`config.mk`:
```
export PLATFORM = sky130hd
export DESIGN_NAME = counter_job_arbiter
export DESIGN_NICKNAME = d
export VERILOG_FILES = /design/src/rtl/counter_job_arbiter.sv
export SDC_FILE = /design/constraint.sdc
export NUM_CORES = 1
export LEC_CHECK = 0
export CORE_UTILIZATION = 62
export DETAILED_ROUTE_END_ITERATION = 16
export DONT_BUFFER_PORTS = 1
export PLACE_DENSITY_LB_ADDON = 0.25
export SLEW_MARGIN = 5
export SYNTH_ARGS = -nofsm -noshare
export SYNTH_HDL_FRONTEND = slang
export SYNTH_SLANG_ARGS = --single-unit
```
`constraint.sdc`:
```
create_clock -name clock -period 2.37 [get_ports clock]
set_input_delay 0.474 -clock clock [delete_from_list [all_inputs] [get_ports clock]]
set_output_delay 0.474 -clock clock [all_outputs]
set_load 0.01 [all_outputs]
```
`src/rtl/counter_job_arbiter.sv`:
```
// -----------------------------------------------------------------------------
// counter_job_arbiter
//
// Round-robin job scheduler in front of a single loadable up/down mod-12
// counter. Each requester posts a job (optional preload, direction, step
// count). One job at a time is granted. The arbiter drives the counter pins
// for the job's duration, captures the counter value at the end, and returns
// it with a one-cycle done pulse. Jobs that would preload an out-of-range
// value are rejected through a one-cycle ERR state without touching the
// counter.
//
// Ports
//   clock, reset    : rising-edge clock, asynchronous active-high reset
//   req[N]          : per-requester job request (level, sampled in IDLE)
//   req_load[N]     : job preloads the counter
//   req_val[4N]     : preload value, slice i = [4i+3:4i]
//   req_mode[N]     : count direction, 1 = up, 0 = down
//   req_len[LEN_W*N]: number of RUN cycles, slice i = [LEN_W*i +: LEN_W]
//   gnt[N]          : one-hot owner, LOAD through DONE (or ERR)
//   done[N]         : one-cycle completion pulse to the owner
//   err             : qualifies done, job rejected
//   result[4]       : captured counter value, valid while done is nonzero
//   busy            : high in any state other than IDLE
//   ctr_load, ctr_mode, ctr_data_in[4] : drive the counter's pins
//   ctr_data_out[4] : counter's current value
// -----------------------------------------------------------------------------
module counter_job_arbiter #(
    parameter int N     = 4,
    parameter int LEN_W = 4
) (
    input  logic                 clock,
    input  logic                 reset,
    input  logic [N-1:0]         req,
    input  logic [N-1:0]         req_load,
    input  logic [4*N-1:0]       req_val,
    input  logic [N-1:0]         req_mode,
    input  logic [LEN_W*N-1:0]   req_len,
    output logic [N-1:0]         gnt,
    output logic [N-1:0]         done,
    output logic                 err,
    output logic [3:0]           result,
    output logic                 busy,
    output logic                 ctr_load,
    output logic                 ctr_mode,
    output logic [3:0]           ctr_data_in,
    input  logic [3:0]           ctr_data_out
);

    localparam int PTR_W = (N > 1) ? $clog2(N) : 1;

    typedef enum logic [2:0] {
        S_IDLE,
        S_LOAD,
        S_RUN,
        S_CAPT,
        S_DONE,
        S_ERR
    } state_t;

    state_t             state, state_n;
    logic [PTR_W-1:0]   ptr;
    logic [PTR_W-1:0]   owner;
    logic [PTR_W-1:0]   pick;
    logic               found;

    logic               sel_load;
    logic               sel_mode;
    logic               sel_bad;
    logic [3:0]         sel_val;
    logic [LEN_W-1:0]   sel_len;

    logic               job_load;
    logic [3:0]         job_val;
    logic [LEN_W-1:0]   job_len;
    logic [LEN_W-1:0]   rem;
    // Last direction driven onto the counter; it keeps driving ctr_mode
    // between jobs so the free-running counter does not change direction.
    logic               mode_hold;
    logic [N-1:0]       owner_hot;

    // Round-robin pick: first set request at or after ptr, wrapping.
    always_comb begin
        // NOTE: every variable written here gets a default first, so no path
        // leaves it unassigned and no latch is inferred.
        found = 1'b0;
        pick  = '0;
        for (int k = 0; k < N; k++) begin
            if (!found && req[(int'(ptr) + k) % N]) begin
                found = 1'b1;
                pick  = PTR_W'((int'(ptr) + k) % N);
            end
        end
    end

    assign sel_load = req_load[pick];
    assign sel_mode = req_mode[pick];
    assign sel_val  = req_val[4*int'(pick) +: 4];
    assign sel_len  = req_len[LEN_W*int'(pick) +: LEN_W];
    // A preload above 11 is not a legal mod-12 value; such jobs are rejected.
    assign sel_bad  = sel_load && (sel_val > 4'd11);

    // Next-state logic.
    always_comb begin
        state_n = state;
        case (state)
            S_IDLE: begin
                if (found) begin
                    state_n = sel_bad ? S_ERR : S_LOAD;
                end
            end
            S_LOAD:  state_n = (job_len != '0) ? S_RUN : S_CAPT;
            S_RUN: begin
                if (rem == LEN_W'(1)) begin
                    state_n = S_CAPT;
                end
            end
            S_CAPT:  state_n = S_DONE;
            S_DONE:  state_n = S_IDLE;
            S_ERR:   state_n = S_IDLE;
            default: state_n = S_IDLE;
        endcase
    end

    // State register.
    always_ff @(posedge clock or posedge reset) begin
        if (reset) begin
            state <= S_IDLE;
        end else begin
            // NOTE: sequential state uses non-blocking assignments so every
            // register samples pre-edge values regardless of statement order.
            state <= state_n;
        end
    end

    // Job registers, step counter, round-robin pointer and captured result.
    always_ff @(posedge clock or posedge reset) begin
        if (reset) begin
            ptr       <= '0;
            owner     <= '0;
            job_load  <= 1'b0;
            job_val   <= 4'd0;
            job_len   <= '0;
            rem       <= '0;
            result    <= 4'd0;
            mode_hold <= 1'b0;
        end else begin
            case (state)
                S_IDLE: begin
                    if (found) begin
                        owner    <= pick;
                        job_load <= sel_load;
                        job_val  <= sel_val;
                        job_len  <= sel_len;
                        // Rejected jobs never drive the counter, so the
                        // held direction only follows accepted jobs.
                        if (!sel_bad) begin
                            mode_hold <= sel_mode;
                        end
                    end
                end
                S_LOAD: rem <= job_len;
                S_RUN:  rem <= rem - LEN_W'(1);
                // The counter has taken exactly the job's steps by the CAPT
                // cycle; it keeps counting afterwards, so sample it now.
                S_CAPT: result <= ctr_data_out;
                S_DONE, S_ERR: begin
                    ptr <= (owner == PTR_W'(N - 1)) ? '0 : owner + PTR_W'(1);
                end
                default: ;
            endcase
        end
    end

    // Outputs are decoded from registered state only.
    always_comb begin
        owner_hot        = '0;
        owner_hot[owner] = 1'b1;
    end

    assign busy        = (state != S_IDLE);
    assign gnt         = busy ? owner_hot : '0;
    assign done        = (state == S_DONE || state == S_ERR) ? owner_hot : '0;
    assign err         = (state == S_ERR);
    assign ctr_load    = (state == S_LOAD) && job_load;
    assign ctr_data_in = (state == S_LOAD) ? job_val : 4'd0;
    assign ctr_mode    = mode_hold;

endmodule

```
# == Word level (Yosys, flattened, before mapping) ==
# Index checks and enable logic that the tools add are counted.
# word_totals
reg_bits,25
out_inout_bits,20
wordCells,93
# op_classes
addsub,5
order_cmp,8
n_eq_ne,9
shifts,2
mux,35
n_bitwise,4
reduce_logical,21
# op_table
operator,n
$shiftx 16x5->4,2
$mux 1,15
$bmux 1 s2,6
$lt 3x4->1 const B,3
$mux 4,3
$pmux 3 s4,1
$mux 2,5
$lt 2x3->1 const B,3
$mux 3,3
$pmux 4 s2,1
$reduce_or 2->1,4
$eq 3x2->1 const B,2
$eq 3x3->1 const B,2
$logic_and 1x1->1,6
$add 2x1->2 const B,2
$add 2x2->2 const B,2
$eq 4x1->1 const B,1
$gt 4x4->1 const B,1
$ne 2x2->1 const B,2
$reduce_and 2->1,2
$reduce_bool 4->1,1
$sub 4x1->4 const B,1
$and 1x1->1 const A,3
$eq 3x1->1 const B,1
10 further kinds,12

# == Depth between registers and ports, before layout ==
# Gate-level depths: netlist (run 1).
# logic_depth
ltp_word,20
mapped_depth,8
mapped_depth_nobuf,7

# == Worst setup path after synthesis (run 1) ==
# OpenSTA, ideal clock, no wires.
# synth_timing
path_type,input port to flip-flop
startpoint,input req[2]
endpoint,register mode_hold (netlist: ctr_mode)
setup_ns,0.128
arrival_time_ns,2.035
required_time_ns,2.242
path_slack_ns,0.208
path_stages,6
path_buffers,0
cell_sequence,mux2i_1 -> o22ai_2 -> nor2_4 -> mux4_2 -> a31oi_1 -> mux2_1
# synth_via
elab_chain_len,17
# synth_rtl
element,line_no,source
"start, declared",33,"input logic [N-1:0] req,"
$bmux 1 s2,88,if (!found && req[(int'(ptr) + k) % N]) begin
$mux 1 (not written as such),88,
$mux 1,88,
$logic_not 1->1,88,
$logic_and 1x1->1,88,
$mux 1,88,
$logic_not 1->1,88,
$logic_and 1x1->1,88,
$mux 1,88,
$logic_not 1->1,88,
$logic_and 1x1->1,88,
$mux 2,88,
$shiftx 16x5->4 or $bmux 1 s2 (tied branches),"97, 95",
$gt 4x4->1 or $mux 1 (tied branches),"100, 95",
$logic_and 1x1->1,100,assign sel_bad = sel_load && (sel_val > 4'd11);
$not 1->1 (no source line),n/a,
$reduce_and 3->1 (no source line),n/a,
"end signal, assigned",157,mode_hold <= sel_mode;
"end, declared",78,logic mode_hold;
# Parallel ways exist; a longest one is shown, timed or not. The select of a mux whose other input is x is not followed.
# A chain may end at the register's enable or synchronous reset.

# == Worst setup path in the final report (run 1) ==
# layout_timing
startpoint,register ptr[1]
endpoint,register mode_hold (netlist: ctr_mode)
# layout_via
elab_chain_len,17
# layout_rtl
element,line_no,source
"start, declared",61,logic [PTR_W-1:0] ptr;
"start signal, assigned",167,ptr <= (owner == PTR_W'(N - 1)) ? '0 : owner + PTR_W'(1);
$add 2x1->2 or $bmux 1 s2 (tied branches),"88, 90",
$bmux 1 s2 or $mux 1 (tied branches),88,
$mux 1 (not written as such),88,
$mux 1 (not written as such) or $logic_not 1->1 (tied branches),88,
$logic_and 1x1->1,88,
$mux 1,88,
$logic_not 1->1,88,
$logic_and 1x1->1,88,
$mux 1,88,
$logic_not 1->1,88,
$logic_and 1x1->1,88,
$mux 2,88,
$shiftx 16x5->4 or $bmux 1 s2 (tied branches),"97, 95",
$gt 4x4->1 or $mux 1 (tied branches),"100, 95",
$logic_and 1x1->1,100,
$not 1->1 (no source line),n/a,
$reduce_and 3->1 (no source line),n/a,
# Parallel ways exist; a longest one is shown, timed or not. The select of a mux whose other input is x is not followed.

==> results.txt, run 1 <==
----------------------------------------------------
[Drt]
  Detailed-route DRC error count ... 0
  Met3 routed WL ... 172 um
  Highest metal layer used by the detailed router ... met4
  Number of iterations in the first detailed-routing pass ... 4
  Met2 wire length ... 1730 um
  Antenna-violating nets left ... 0
  Vias after detailed routing ... 1,299
  Post-detailed-route via-to-cell ratio ... 6.22
  Number of DRC markers in iteration 0 ... 10
  Final WL ... 3410 um
  Wl on met1 ... 1450 um
  Avg WL per Cell ... 16.3 um

[Finish]
  Sequential cell area in the final layout ... 626 um2
  Layout fillers ... 192
  Most frequent cells in the layout ... 25 x sky130_fd_sc_hd__dfrtp_1, 20 x sky130_fd_sc_hd__nand2_1, 17 x sky130_fd_sc_hd__mux2i_1
  Cell area after layout ... 1740 um2
  Commonest non-fill, non-tap cell in the layout ... sky130_fd_sc_hd__dfrtp_1
  Ant. Diodes ... 0
  Layout cells sized above 1 ... 15.6%
  # nets final ... 236
  Area occupied by multi-input gates ... 955 um2
  Layout area overhead ... 5.61%

[Floorplan]
  Number of placed I/O pins ... 70
  Placeable core region ... 2500 um2
  Rows ... 18
  Floorplan die height ... 53.6 um
  Effective utilization at floorplan ... 66.1%
  Die outline width ... 53.6 um
  Die outline area ... 2870 um2

[Worst setup path]
  Destination of the critical timing path ... ctr_mode
  CP Launch Type ... flop
  Worst flop-to-flop path endpoint ... ctr_mode
  Data required time of the critical path ... 2.60 ns
  Launching point of the worst reg2reg path ... ptr[1]
  Data arrival at the endpoint of the critical path ... 2.43 ns
  CP Capture Type ... flop
  Type of the worst setup path ... reg2reg
  Setup slack of the most critical reg-to-reg path ... 0.17 ns
  CP max FO ... 10
  Number of cell instances on the worst register-to-register path ... 7
  Worst setup path startpoint ... ptr[1]

[Clock tree]
  CTS HTree Levels ... 1
  CTS max path bufs ... 2
  Later-pin clock latency in the skew report ... 0.32 ns
  Clock buffer count from CTS ... 3
  Count of cells resized by post-cts repair ... 0
  Clk pin slew, worst setup/hold paths ... 0.15 ns
  Clk root buf ... sky130_fd_sc_hd__clkbuf_4
  Number of sinks handled by clock tree synthesis ... 25
  CTS tree ... done

[Yosys]
  Syn avg cell area ... 9.44 um2
  Area share of the largest cell type after synthesis ... 37.9%
  Most used flip-flop cell after synthesis ... sky130_fd_sc_hd__dfrtp_1
  Leading post-synthesis cells by cell area ... sky130_fd_sc_hd__dfrtp_1 38%, sky130_fd_sc_hd__mux2i_1 10%, sky130_fd_sc_hd__mux2_2 7.5%, sky130_fd_sc_hd__and2_1 4.9%, sky130_fd_sc_hd__ha_1 4.5%
  Number of enable flip-flop cells after synthesis ... 0
  Biggest area consumer among synthesized cells ... sky130_fd_sc_hd__dfrtp_1
  Yosys warning total ... 0
  Fraction of registers with async set or reset after synthesis ... 100%
  Netlist cell types ... 33
  Post-synthesis register bit count ... 25
  Mapped Area ... 1650 um2
  Net count of the mapped netlist ... 231
  Sequential area share after synthesis ... 37.9%
  Synth Instances ... 175

[STA]
  Total of endpoints with negative setup slack in the final report ... 0
  Peak clock frequency supported by timing ... 0.455 GHz
  Hold violation total from the final report ... 0
  Transition time at the pin with the least slew margin ... 0.404 ns
  RSZ-0062 raised after global routing ... no
  Max_slew headroom ... 73.0%
  Final period demand of the worst path ... 2.20 ns
  Clock tree skew after final layout ... 0.0116 ns
  Fraction of the cycle the final worst path needs ... 92.7%
  Slew Limit Fails ... 0
  Total Negative Setup Slacks ... 0 ns

[Global route]
  Aggregate global routing overflow ... 0
  Largest net degree at the start of global routing ... 25
  Overall track demand over capacity in global routing ... 24.7%
  First-pass GRT wire length ... 5050 um
  Initial antenna violation count ... 0
  Via count of the first global-routing pass ... 1,146

[Min path]
  Worst min-delay path category ... in2reg

[Placed design]
  Placer's final routability congestion estimate ... 0.746
  Placed inst area ... 1700 um2
  HPWL after detailed placement ... 2640 um
  IO buf count ... 0

[Run status]
  Status ... completed

[Power]
  Leak Pwr ... 0.792 nW
  Worst-case vdd ir drop ... 0.000939 V
  Power per standard cell area ... 1320 nW/um2

[Job]
  Max-Cap Viols ... 0

----------------------------------------------------
==> worst max-delay path, stage by stage, from the launching register on <==
cell	delay (ns)
sky130_fd_sc_hd__dfrtp_1	0.47
sky130_fd_sc_hd__nand2_1	0.14
sky130_fd_sc_hd__nand3_1	0.09
sky130_fd_sc_hd__a2bb2oi_1	0.27
sky130_fd_sc_hd__buf_4	0.26
sky130_fd_sc_hd__mux4_2	0.34
sky130_fd_sc_hd__a31oi_1	0.20
sky130_fd_sc_hd__mux2_1	0.33
==> cell usage after synthesis, types with 2 or more instances <==
cell type / n
sky130_fd_sc_hd__a21oi_1: 10
sky130_fd_sc_hd__a31oi_1: 2
sky130_fd_sc_hd__and2_1: 13
sky130_fd_sc_hd__buf_2: 3
sky130_fd_sc_hd__clkbuf_1: 4
sky130_fd_sc_hd__dfrtp_1: 25
sky130_fd_sc_hd__ha_1: 6
sky130_fd_sc_hd__inv_1: 8
sky130_fd_sc_hd__mux2_2: 11
sky130_fd_sc_hd__mux2i_1: 17
sky130_fd_sc_hd__mux4_2: 3
sky130_fd_sc_hd__nand2_1: 20
sky130_fd_sc_hd__nand3_1: 5
sky130_fd_sc_hd__nor2_1: 11
sky130_fd_sc_hd__nor4_1: 2
sky130_fd_sc_hd__o21ai_0: 15
sky130_fd_sc_hd__o22ai_1: 4
==> flip-flops by register name (all words and copies together) (netlist names) <==
name	cells
job_len	4
job_val	4
rem	4
result	4
state	3
owner	2
ptr	2
ctr_mode	1
job_load	1
==> power by group <==
part	total, mW	switching (mW)	leakage (nW)	internal [mW]
Clock	0.199	0.134	0.0139	0.0644
Combinational	1.27	0.691	0.476	0.582
Sequential	0.831	0.187	0.302	0.644
Total	2.30	1.01	0.792	1.29
==> cells by family after synthesis <==
| logic type | synth area share, % |
|---|---|
| muxes | 22.6 |
| AOI/OAI and AO/OA | 12.7 |
| DFF | 37.9 |
| buffers and inverters | 4.32 |
| adders and majority gates | 4.55 |
| xor gates and xnor gates | 0.530 |
| and+or+nand+nor | 17.4 |
==> routing by layer <==
| metal | vias to the layer above | track usage [%] |
|---|---|---|
| met5 | - | 0 |
| met4 | 0 | 7.89 |
| met2 | 56 | 41.5 |
| met1 | 609 | 31.9 |
| met3 | 6 | 5.08 |
| li1 | 628 | - |
==> how the worst min path moves through the flow <==
stage | slack, ns | end | start | cells past startpoint
after floorplan | 0.44 | job_val[2] | job_val[2] | 2
after global placement | 0.21 | result[3] | reset | 1
after detailed placement | 0.22 | result[3] | reset | 1
final | 0.28 | result[2] | ctr_data_out[2] | 1
after CTS | 0.28 | result[2] | ctr_data_out[2] | 1
after global routing | 0.26 | result[2] | ctr_data_out[2] | 1
==> final cells by class <==
cell class	instances	share of cell area [%]
clock inverters	1	0.430
well taps	30	2.15
multi-input cells	133	54.7
repair buffers	8	3.59
inverters	9	1.94
clock buffers	3	1.29
flip-flops and latches	25	35.9
==> timing repair <==
| item | 4_1_cts | 5_1_grt |
|---|---|---|
| hold buffers | 1 | 0 |
| buffers inserted | 0 | 0 |
| hold endpoints to repair | 1 | 0 |
==> stage by stage <==
step / power, mW / cells / setup WS (ns) / util (%) / hold slack (ns)
floorplan: 1.86 / 175 / 0.208 / - / 0.437
global placement: 2.04 / 204 / 0.275 / 68.2 / 0.214
detailed placement: 2.12 / 204 / 0.185 / 68.2 / 0.219
CTS: 2.32 / 209 / 0.175 / 69.8 / 0.284
global route: 2.49 / 209 / 0.0649 / 69.8 / 0.261
finish: 2.30 / 209 / 0.172 / 69.8 / 0.285
Power figures use the tool's default switching activity.
==> inputs of run 2 (changes only) <==
--- a/config.mk
+++ b/config.mk
@@ -5,6 +5,7 @@
 export SDC_FILE = /design/constraint.sdc
 export NUM_CORES = 1
 export LEC_CHECK = 0
+export CORE_MARGIN = 3
 export CORE_UTILIZATION = 62
 export DETAILED_ROUTE_END_ITERATION = 16
 export DONT_BUFFER_PORTS = 1
==> results.txt, run 2 (same netlist as run 1, synthesis figures left out) <==
----------------------------------------------------
[Clock tree]
  Clock buffer count from CTS ... 3 (unchanged)
  Setup repair bufs after CTS ... 0 (unchanged)
  Number of sinks handled by clock tree synthesis ... 25 (unchanged)
  CTS tree ... done (unchanged)
  Clk root buf ... sky130_fd_sc_hd__clkbuf_4 (unchanged)
  CTS max path bufs ... 2 (unchanged)
  Later-pin clock latency in the skew report ... 0.34 ns (was 0.32 ns)
  Hold buffer count at cts ... 0 (was 1)
  Clk pin slew, worst setup/hold paths ... 0.14 ns (was 0.15 ns)
  CTS HTree Levels ... 1 (unchanged)

[Worst setup path]
  Number of cell instances on the worst register-to-register path ... 6 (was 7)
  Critical path's slowest cell ... sky130_fd_sc_hd__mux4_2 (was sky130_fd_sc_hd__dfrtp_1)
  Launching point of the worst reg2reg path ... ptr[1] (unchanged)
  Data required time of the critical path ... 2.61 ns (was 2.60 ns)
  Cells traversed along the worst timing path ... mux2i_1 -> o22ai_2 -> nor2_4 -> mux4_2 -> a31oi_1 -> mux2_1 (was nand2_1 -> nand3_1 -> a2bb2oi_1 -> buf_4 -> mux4_2 -> a31oi_1 -> mux2_1)
  Setup slack of the most critical reg-to-reg path ... 0.20 ns (was 0.17 ns)
  Type of the worst setup path ... reg2reg (unchanged)
  CP max stage delay ... 0.55 ns (was 0.47 ns)
  CP Capture Type ... flop (unchanged)
  Data arrival at the endpoint of the critical path ... 2.41 ns (was 2.43 ns)
  CP max FO ... 5 (was 10)
  Worst flop-to-flop path endpoint ... ctr_mode (unchanged)
  CP Launch Type ... flop (unchanged)

[Floorplan]
  Placeable core region ... 2500 um2 (unchanged)
  Floorplan die height ... 57.6 um (was 53.6 um)
  Die outline area ... 3320 um2 (was 2870 um2)
  Die outline width ... 57.6 um (was 53.6 um)
  Number of placed I/O pins ... 70 (unchanged)
  Rows ... 18 (unchanged)
  Effective utilization at floorplan ... 66.1% (unchanged)

[Min path]
  Worst min-delay path category ... in2async (was in2reg)

[Power]
  Worst-case vdd ir drop ... 0.000902 V (was 0.000939 V)
  Power per standard cell area ... 1340 nW/um2 (was 1320 nW/um2)
  Leak Pwr ... 0.791 nW (was 0.792 nW)
  Total chip power ... 2.32 mW (was 2.30 mW)

[STA]
  Total Negative Setup Slacks ... 0 ns (unchanged)
  Max_slew headroom ... 75.0% (was 73.0%)
  Clock tree skew after final layout ... 0.00206 ns (was 0.0116 ns)
  Slew Limit Fails ... 0 (unchanged)
  Hold violation total from the final report ... 0 (unchanged)
  Transition time at the pin with the least slew margin ... 0.374 ns (was 0.404 ns)
  Fraction of the cycle the final worst path needs ... 91.5% (was 92.7%)
  Peak clock frequency supported by timing ... 0.461 GHz (was 0.455 GHz)
  RSZ-0062 raised after global routing ... no (unchanged)
  Total of endpoints with negative setup slack in the final report ... 0 (unchanged)
  Final period demand of the worst path ... 2.17 ns (was 2.20 ns)

[Finish]
  Layout cells sized above 1 ... 16.3% (was 15.6%)
  Layout area overhead ... 5.00% (was 5.61%)
  Commonest non-fill, non-tap cell in the layout ... sky130_fd_sc_hd__dfrtp_1 (unchanged)
  Most frequent cells in the layout ... 25 x sky130_fd_sc_hd__dfrtp_1, 20 x sky130_fd_sc_hd__nand2_1, 17 x sky130_fd_sc_hd__mux2i_1 (unchanged)
  # nets final ... 235 (was 236)
  Ant. Diodes ... 0 (unchanged)

[Job]
  Max-Cap Viols ... 0 (unchanged)

[Drt]
  Detailed-route DRC error count ... 0 (unchanged)
  Number of DRC markers in iteration 0 ... 51 (was 10)
  Vias after detailed routing ... 1,306 (was 1,299)
  Antenna-violating nets left ... 0 (unchanged)
  Post-detailed-route via-to-cell ratio ... 6.28 (was 6.22)
  Final WL ... 3590 um (was 3410 um)
  Avg WL per Cell ... 17.2 um (was 16.3 um)
  Number of iterations in the first detailed-routing pass ... 4 (unchanged)

[Global route]
  Via count of the first global-routing pass ... 1,319 (was 1,146)
  Overall track demand over capacity in global routing ... 22.9% (was 24.7%)
  Largest net degree at the start of global routing ... 26 (was 25)
  First-pass GRT wire length ... 5870 um (was 5050 um)
  Aggregate global routing overflow ... 0 (unchanged)
  Initial antenna violation count ... 0 (unchanged)

[Placed design]
  IO buf count ... 0 (unchanged)
  Placer's final routability congestion estimate ... 0.722 (was 0.746)
  HPWL after detailed placement ... 2840 um (was 2640 um)

[Run status]
  Status ... completed (unchanged)

----------------------------------------------------
run 2: cell types whose count changed in the layout (fill, tap and decap cells not counted), sizes merged:
cell,change
clkinv,+1
dlygate4sd3,-1
clkinvlp,-1
run 2: timing repair:
| action | CTS | global route |
|---|---|---|
| setup endpoints to repair | 0 | 2 |
| resized for setup | 0 | 1 |
| endpoints found under the hold margin | 0 | 0 |
run 2: final cells by class:
type / count / area, um2
multi-input combinational: 133 / 957
tap: 30 / 37.5
sequential: 25 / 626
clock buffer: 3 / 22.5
clock inverter: 1 / 5.00
fill: 198 / 766
timing repair buffer: 7 / 52.6
inverter: 9 / 33.8
run 2: metrics by stage:
stage	area (um2)	std cells	worst slack [ns]	hold slack, ns	utilization (%)
6_report	1730	208	0.201	0.0482	69.4
3_5_place_dp	1700	204	0.179	0.437	68.2
3_3_place_gp	1700	204	0.273	0.434	68.2
2_1_floorplan	1650	175	0.208	0.437	-
5_1_grt	1730	208	0.0215	0.0775	69.4
4_1_cts	1730	208	0.175	0.0711	69.3
run 2: worst max path at each step:
stage / from / endpoint / slack, ns / depth (start not counted)
after CTS: state[2] / done[3] / 0.17 / 3
after global routing: ptr[1] / ctr_mode / 0.02 / 7
after detailed placement: req[0] / ctr_mode / 0.18 / 6
after global placement: req[2] / ctr_mode / 0.27 / 6
final: ptr[1] / ctr_mode / 0.20 / 6
after floorplan: req[2] / ctr_mode / 0.21 / 6
run 2: metal layers:
metal,track usage (%),up-vias,share of wire (%)
met4,9.93,0,2.2
li1,-,621,-
met3,5.35,9,7.1
met2,39.4,56,52
met5,0,-,0
met1,27.2,620,39
run 2: where the power goes:
| group | internal (mW) | total [mW] | switching [mW] |
|---|---|---|---|
| Clock | 0.0637 | 0.201 | 0.137 |
| Combinational | 0.584 | 1.29 | 0.702 |
| Sequential | 0.645 | 0.837 | 0.193 |
run 2: worst max-delay path: cells and delay by family, from the launching register on:
family / cells / cell delay, ns
AO/OA/AOI/OAI: 2 / 0.33
multiplexers: 3 / 1.13
flip-flops: 1 / 0.44
AND/OR/NAND/NOR: 1 / 0.18
==> inputs of run 3 (changes only) <==
--- a/config.mk
+++ b/config.mk
@@ -10,6 +10,7 @@
 export DETAILED_ROUTE_END_ITERATION = 16
 export DONT_BUFFER_PORTS = 1
 export PLACE_DENSITY_LB_ADDON = 0.25
+export SETUP_SLACK_MARGIN = 0.02
 export SLEW_MARGIN = 5
 export SYNTH_ARGS = -nofsm -noshare
 export SYNTH_HDL_FRONTEND = slang
==> results of run 3 <==
The final DEF is identical to that of run 2; final timing and power are the same.
